**src/rtl/timer_pkg.sv**
```systemverilog
`default_nettype none
// ----------------------------------------------------------------------------
// timer_pkg: shared state codes, register map and CTRL field positions | Rev 1.0
// ----------------------------------------------------------------------------
package timer_pkg;

    typedef enum logic [1:0] {
        IDLE = 2'b00,
        LOAD = 2'b01,
        CNT  = 2'b10,
        INT  = 2'b11
    } state_e;

    localparam logic [1:0] REG_CTRL   = 2'd0;
    localparam logic [1:0] REG_PRESET = 2'd1;
    localparam logic [1:0] REG_COUNT  = 2'd2;
    localparam logic [1:0] REG_STATUS = 2'd3;

    localparam int CTRL_EN_BIT   = 0;
    localparam int CTRL_MODE_LSB = 1;
    localparam int CTRL_IM_BIT   = 3;
    localparam int CTRL_PSC_LSB  = 4;
    localparam int STAT_PEND_BIT = 0;

    localparam logic [1:0] MODE_ONESHOT = 2'b00;
    localparam logic [1:0] MODE_RELOAD  = 2'b01;

endpackage
`default_nettype wire

```
**src/rtl/timer_channel.sv**
```systemverilog
`default_nettype none
// ----------------------------------------------------------------------------
// timer_channel: one countdown channel with prescaler, FSM and W1C status | Rev 1.0
// ----------------------------------------------------------------------------
module timer_channel
    import timer_pkg::*;
#(
    parameter int CNT_W = 32,
    parameter int PSC_W = 8
) (
    input  logic        clk,
    input  logic        reset,
    input  logic        we_i,
    input  logic [1:0]  sel_i,
    input  logic [31:0] wdata_i,
    output logic [31:0] rdata_o,
    output logic        irq_o
);

    localparam int CTRL_W = CTRL_PSC_LSB + PSC_W;

    state_e             state_q;
    logic [CTRL_W-1:0]  ctrl_q;
    logic [CNT_W-1:0]   preset_q;
    logic [CNT_W-1:0]   count_q;
    logic               pend_q;
    logic [PSC_W-1:0]   psc_cnt_q;

    logic               en;
    logic [1:0]         mode;
    logic [PSC_W-1:0]   psc;
    logic               unused_wdata;

    assign en           = ctrl_q[CTRL_EN_BIT];
    assign mode         = ctrl_q[CTRL_MODE_LSB +: 2];
    assign psc          = ctrl_q[CTRL_PSC_LSB +: PSC_W];
    assign irq_o        = pend_q & ctrl_q[CTRL_IM_BIT];
    assign unused_wdata = ^wdata_i;

    // A bus write to this channel freezes its FSM and prescaler for that cycle.
    always_ff @(posedge clk) begin
        if (reset) begin
            state_q   <= IDLE;
            ctrl_q    <= '0;
            preset_q  <= '0;
            count_q   <= '0;
            pend_q    <= 1'b0;
            psc_cnt_q <= '0;
        end else if (we_i) begin
            case (sel_i)
                REG_CTRL:   ctrl_q   <= wdata_i[CTRL_W-1:0];
                REG_PRESET: preset_q <= wdata_i[CNT_W-1:0];
                REG_COUNT:  count_q  <= wdata_i[CNT_W-1:0];
                REG_STATUS: if (wdata_i[STAT_PEND_BIT]) pend_q <= 1'b0;
            endcase
        end else begin
            case (state_q)
                IDLE: begin
                    if (en) begin
                        state_q   <= LOAD;
                        pend_q    <= 1'b0;
                        psc_cnt_q <= '0;
                    end
                end
                LOAD: begin
                    count_q <= preset_q;
                    state_q <= CNT;
                end
                CNT: begin
                    if (!en) begin
                        state_q <= IDLE;
                    end else if (psc_cnt_q == psc) begin
                        psc_cnt_q <= '0;
                        if (count_q > CNT_W'(1)) begin
                            count_q <= count_q - CNT_W'(1);
                        end else begin
                            count_q <= '0;
                            pend_q  <= 1'b1;
                            state_q <= INT;
                        end
                    end else begin
                        psc_cnt_q <= psc_cnt_q + PSC_W'(1);
                    end
                end
                INT: begin
                    // en cleared by software while in INT must not restart a reload
                    if (en && mode == MODE_RELOAD) begin
                        state_q <= LOAD;
                    end else begin
                        ctrl_q[CTRL_EN_BIT] <= 1'b0;
                        state_q             <= IDLE;
                    end
                end
            endcase
        end
    end

    always_comb begin
        rdata_o = '0;
        case (sel_i)
            REG_CTRL:   rdata_o[CTRL_W-1:0]    = ctrl_q;
            REG_PRESET: rdata_o[CNT_W-1:0]     = preset_q;
            REG_COUNT:  rdata_o[CNT_W-1:0]     = count_q;
            REG_STATUS: rdata_o[STAT_PEND_BIT] = pend_q;
        endcase
    end

endmodule
`default_nettype wire

```
**src/rtl/multi_timer.sv**
```systemverilog
`default_nettype none
// ----------------------------------------------------------------------------
// multi_timer: N-channel MMIO countdown timer, address decode and IRQ merge | Rev 1.0
// ----------------------------------------------------------------------------
module multi_timer
    import timer_pkg::*;
#(
    parameter int N_CH  = 2,
    parameter int CNT_W = 32,
    parameter int PSC_W = 8
) (
    input  logic            clk,
    input  logic            reset,
    input  logic [31:2]     Addr,
    input  logic            WE,
    input  logic [31:0]     Din,
    output logic [31:0]     Dout,
    output logic            IRQ,
    output logic [N_CH-1:0] irq_vec
);

    logic [2:0]  ch_sel;
    logic [1:0]  reg_sel;
    logic [31:0] ch_rdata [8];
    logic        unused_addr;

    assign ch_sel      = Addr[6:4];
    assign reg_sel     = Addr[3:2];
    assign unused_addr = ^Addr[31:7];

    // Unpopulated channel slots read as zero and never see a write strobe.
    for (genvar i = 0; i < 8; i++) begin : g_ch
        if (i < N_CH) begin : g_live
            timer_channel #(
                .CNT_W (CNT_W),
                .PSC_W (PSC_W)
            ) u_ch (
                .clk     (clk),
                .reset   (reset),
                .we_i    (WE && (ch_sel == 3'(i))),
                .sel_i   (reg_sel),
                .wdata_i (Din),
                .rdata_o (ch_rdata[i]),
                .irq_o   (irq_vec[i])
            );
        end else begin : g_absent
            assign ch_rdata[i] = '0;
        end
    end

    assign Dout = ch_rdata[ch_sel];
    assign IRQ  = |irq_vec;

endmodule
`default_nettype wire

```
**config.mk**
```make
export PLATFORM = sky130hd
export DESIGN_NAME = multi_timer
export DESIGN_NICKNAME = d
export VERILOG_FILES = /design/src/rtl/timer_pkg.sv /design/src/rtl/timer_channel.sv /design/src/rtl/multi_timer.sv
export SDC_FILE = /design/constraint.sdc
export NUM_CORES = 1
export LEC_CHECK = 0
export CORE_MARGIN = 2
export CORE_UTILIZATION = 60
export DETAILED_ROUTE_END_ITERATION = 12
export HOLD_SLACK_MARGIN = 0.12
export PLACE_DENSITY = 0.83
export SETUP_SLACK_MARGIN = 0.02
export SLEW_MARGIN = 15
export SYNTH_ARGS = -nofsm -noshare
export SYNTH_HDL_FRONTEND = slang
export SYNTH_SLANG_ARGS = --single-unit
```
**constraint.sdc**
```tcl
create_clock -name clk -period 5 [get_ports clk]
set_input_delay 1 -clock clk [delete_from_list [all_inputs] [get_ports clk]]
set_output_delay 1 -clock clk [all_outputs]
set_load 0.01 [all_outputs]
```
==> results.sh <==
export IMPL_vdd_drop_max_mv=0.3206
export IMPL_tightest_slew_ps=1230
export IMPL_cts_setup_buffers=0
export IMPL_area_growth_pct=13.62
export IMPL_crit_family="buffers and inverters"
export IMPL_seqCellArea_sq_um=3483
export IMPL_clkPwrFrac=0.301
export IMPL_status="complete, no violations"
export IMPL_cts_buffers_inserted=17
export IMPL_finalClockSkew_ps=6.308
export IMPL_ys_types=74
export IMPL_fp_dieH_um=136.3
export IMPL_grt_pass1_vias=10260
export IMPL_grt_pass1_wl_um=54840
export IMPL_yosysMostFrequentCell="nand2_1"
export IMPL_cts_path_max_buffers=2
export IMPL_drtAntennaViolNets=0
export IMPL_hold_viol=0
export IMPL_cts_resized_gates=0
export IMPL_ios=100
export IMPL_synthArstFlopShare=0
export IMPL_min_path_type="reg -> reg"
export IMPL_syn_num_nets=1504
export IMPL_critPathMostFrequentCell="clkdlybuf4s50_1"
export IMPL_power_density_nw_per_um2=392.0
export IMPL_overflow=0
export IMPL_ys_warn_count=0
export IMPL_root_buffer="clkbuf_16"
export IMPL_p_leak_nw=4.052
export IMPL_fmax_mhz=220.9
export IMPL_fin_nets=1503
export IMPL_diodes=0
export IMPL_antenna_found_initial=1
export IMPL_cts_tree="built"
export IMPL_drt_iter0_drc=1755
export IMPL_die_area_sq_um=18560
export IMPL_setup_violations=0
export IMPL_cp_max_fo=20
export IMPL_p_switching_w=0.001774
export IMPL_max_cap_viol_count=0
export IMPL_critical_path_arrival_ps=3530
export IMPL_postRouteWirelength_um=35520
export IMPL_p_sw_frac=0.3796
export IMPL_ys_seq_area_frac=0.3319
export IMPL_drt_vias_per_instance=6.939
export IMPL_wl_per_cell_um=21.42
export IMPL_max_stage_delay_ps=650
export IMPL_row_count=48
export IMPL_slowest_stage="clkdlybuf4s50_1"
export IMPL_drive_gt1_frac=0.06839
export IMPL_drv_slew=0
export IMPL_fin_area_sq_um=11920
export IMPL_cp_cell_sequence="clkdlybuf4s50_1 > inv_1 > ha_1 > nand2_1 > a211oi_1 > clkdlybuf4s50_1"
export IMPL_clock_latency_ps=440
export IMPL_dr_pass1_iters=8
export IMPL_htree_levels=4
export IMPL_grtUsageTotal=0.3771
export IMPL_hpwl_um=23330
export IMPL_postLayoutCoreUtil=0.6941
export IMPL_syn_avg_cell_area_sq_um=7.385
export IMPL_synth_common_cells="nand2_1 (267), dfxtp_1 (174), a21oi_1 (169)"
export IMPL_drcViolationCount=0
export IMPL_netlist_instances=1421
export IMPL_start_kind="input port"
export IMPL_period_share=0.9055
export IMPL_placeableCoreArea_sq_um=17180
export IMPL_dr_total_vias=11510
export IMPL_internal_power_w=0.002900
export IMPL_grt_max_degree=66
export IMPL_hold_buffers=0
export IMPL_place_gp_congestion=0.9611
export IMPL_crit_type="in -> out"
export IMPL_slew_headroom=0.1771
export IMPL_crit_required_ps=4000
export IMPL_worst_setup_path_end_kind="primary output"
export IMPL_yosysTopAreaCell="dfxtp_1"
export IMPL_fin_crit_ps=4528
export IMPL_fill_cells=1476
export IMPL_hold_slack_ps=475.7
export IMPL_clkSinkCount=174
export IMPL_fin_tns_setup_ps=0
export IMPL_p_seq_frac=0.334
export IMPL_placed_area_sq_um=11300
export IMPL_synth_area_leaders="dfxtp_1 (33%), nand2_1 (9.6%), a21oi_1 (8.1%), clkbuf_1 (3.8%), a22oi_1 (3.4%)"
export IMPL_synth_top_area_share=0.3319
export IMPL_synth_edf_count=0
export IMPL_p_comb_frac=0.365
export IMPL_clkTransAtPathRegs_ps=70
export IMPL_start_util=0.6109
export IMPL_path_buf_inv=3
export IMPL_synth_flop_cell="dfxtp_1"
export IMPL_rsz0062_at_grt="no"
export IMPL_die_width_um=136.3
export IMPL_netlist_area_sq_um=10490
export IMPL_multi_input_area_sq_um=6474
export IMPL_ys_ff_latch=174
export IMPL_portBuffers=74
sequential cells by signal, indices dropped and copies added, names as in the netlist:
signal / flops
g_ch.g_live.u_ch.count_q: 64
g_ch.g_live.u_ch.state_q: 4
g_ch.g_live.u_ch.pend_q: 2
g_ch.g_live.u_ch.ctrl_q: 24
g_ch.g_live.u_ch.psc_cnt_q: 16
g_ch.g_live.u_ch.preset_q: 64
metrics by stage:
stage | worst slack (ps) | power (W) | cells
after floorplan | 1676 | 0.002794 | 1421
after global placement | 571.9 | 0.003192 | 1626
after detailed placement | 557.2 | 0.003219 | 1626
after CTS | 556.2 | 0.004620 | 1658
after global routing | 431.7 | 0.004856 | 1658
final | 472.3 | 0.004674 | 1658
placed cells by master, fill, tap and decap left out, drive strengths merged, types with 27 or more instances in the layout:
| master | instances |
|---|---|
| clkdlybuf4s50 | 72 |
| a211oi | 33 |
| xnor2 | 29 |
| nor3 | 52 |
| nor4 | 39 |
| buf | 32 |
| dfxtp | 174 |
| o21ai | 41 |
| a22oi | 47 |
| nand3 | 37 |
| a21oi | 169 |
| xor2 | 27 |
| nor2 | 92 |
| nand2 | 268 |
| a221oi | 33 |
area by class of cell:
class / instances / area share
Tap cell: 225 / 0.02361
Clock inverter: 13 / 0.01385
Sequential cell: 174 / 0.2922
Clock buffer: 19 / 0.03799
Multi-Input combinational cell: 1101 / 0.5430
Inverter: 22 / 0.006926
Timing Repair Buffer: 104 / 0.08248
power by group through the flow:
stage	clock network [W]	logic, W	registers [W]
2_1_floorplan	0	0.00124	0.00155
3_3_place_gp	0	0.00161	0.00158
3_5_place_dp	0	0.00163	0.00159
4_1_cts	0.00141	0.00166	0.00156
5_1_grt	0.00145	0.00183	0.00157
6_report	0.00141	0.00170	0.00156
worst reg2reg max path, stage by stage (launching register included):
cell and delay, ps:
dfxtp_1 350, inv_1 120, ha_1 620, clkinv_1 160, buf_4 310, nor2_1 1010
a221oi_1 170, a2111oi_0 380
worst paths after layout:
kind,end,slack (ps),cells after the start,start
max reg2reg,g_ch[0].g_live.u_ch.count_q[0],1770,7,g_ch[0].g_live.u_ch.state_q[0]
min,g_ch[0].g_live.u_ch.preset_q[23],480,2,g_ch[0].g_live.u_ch.preset_q[23]
max,Dout[31],470,6,Addr[3]
min reg2reg,g_ch[0].g_live.u_ch.preset_q[23],480,2,g_ch[0].g_live.u_ch.preset_q[23]
logic make-up (layout without fill, tap and decap cells):
group | count (synthesis) | after routing | synth area share
mux | 7 | 7 | 0.007869
simple gates | 581 | 581 | 0.2599
flops | 174 | 174 | 0.3319
xor+xnor | 56 | 56 | 0.04674
buf+inv | 146 | 158 | 0.05497
fa+ha+maj | 18 | 18 | 0.02146
compound gates | 439 | 439 | 0.2771
per-layer routing:
metal / track usage / share of wire / vias up
li1: - / - / 5211
met1: 0.4872 / 0.38 / 5335
met2: 0.5829 / 0.45 / 793
met3: 0.1063 / 0.12 / 164
met4: 0.1736 / 0.049 / 2
met5: 0 / 0.00034 / -
Power figures use the tool's default switching activity.
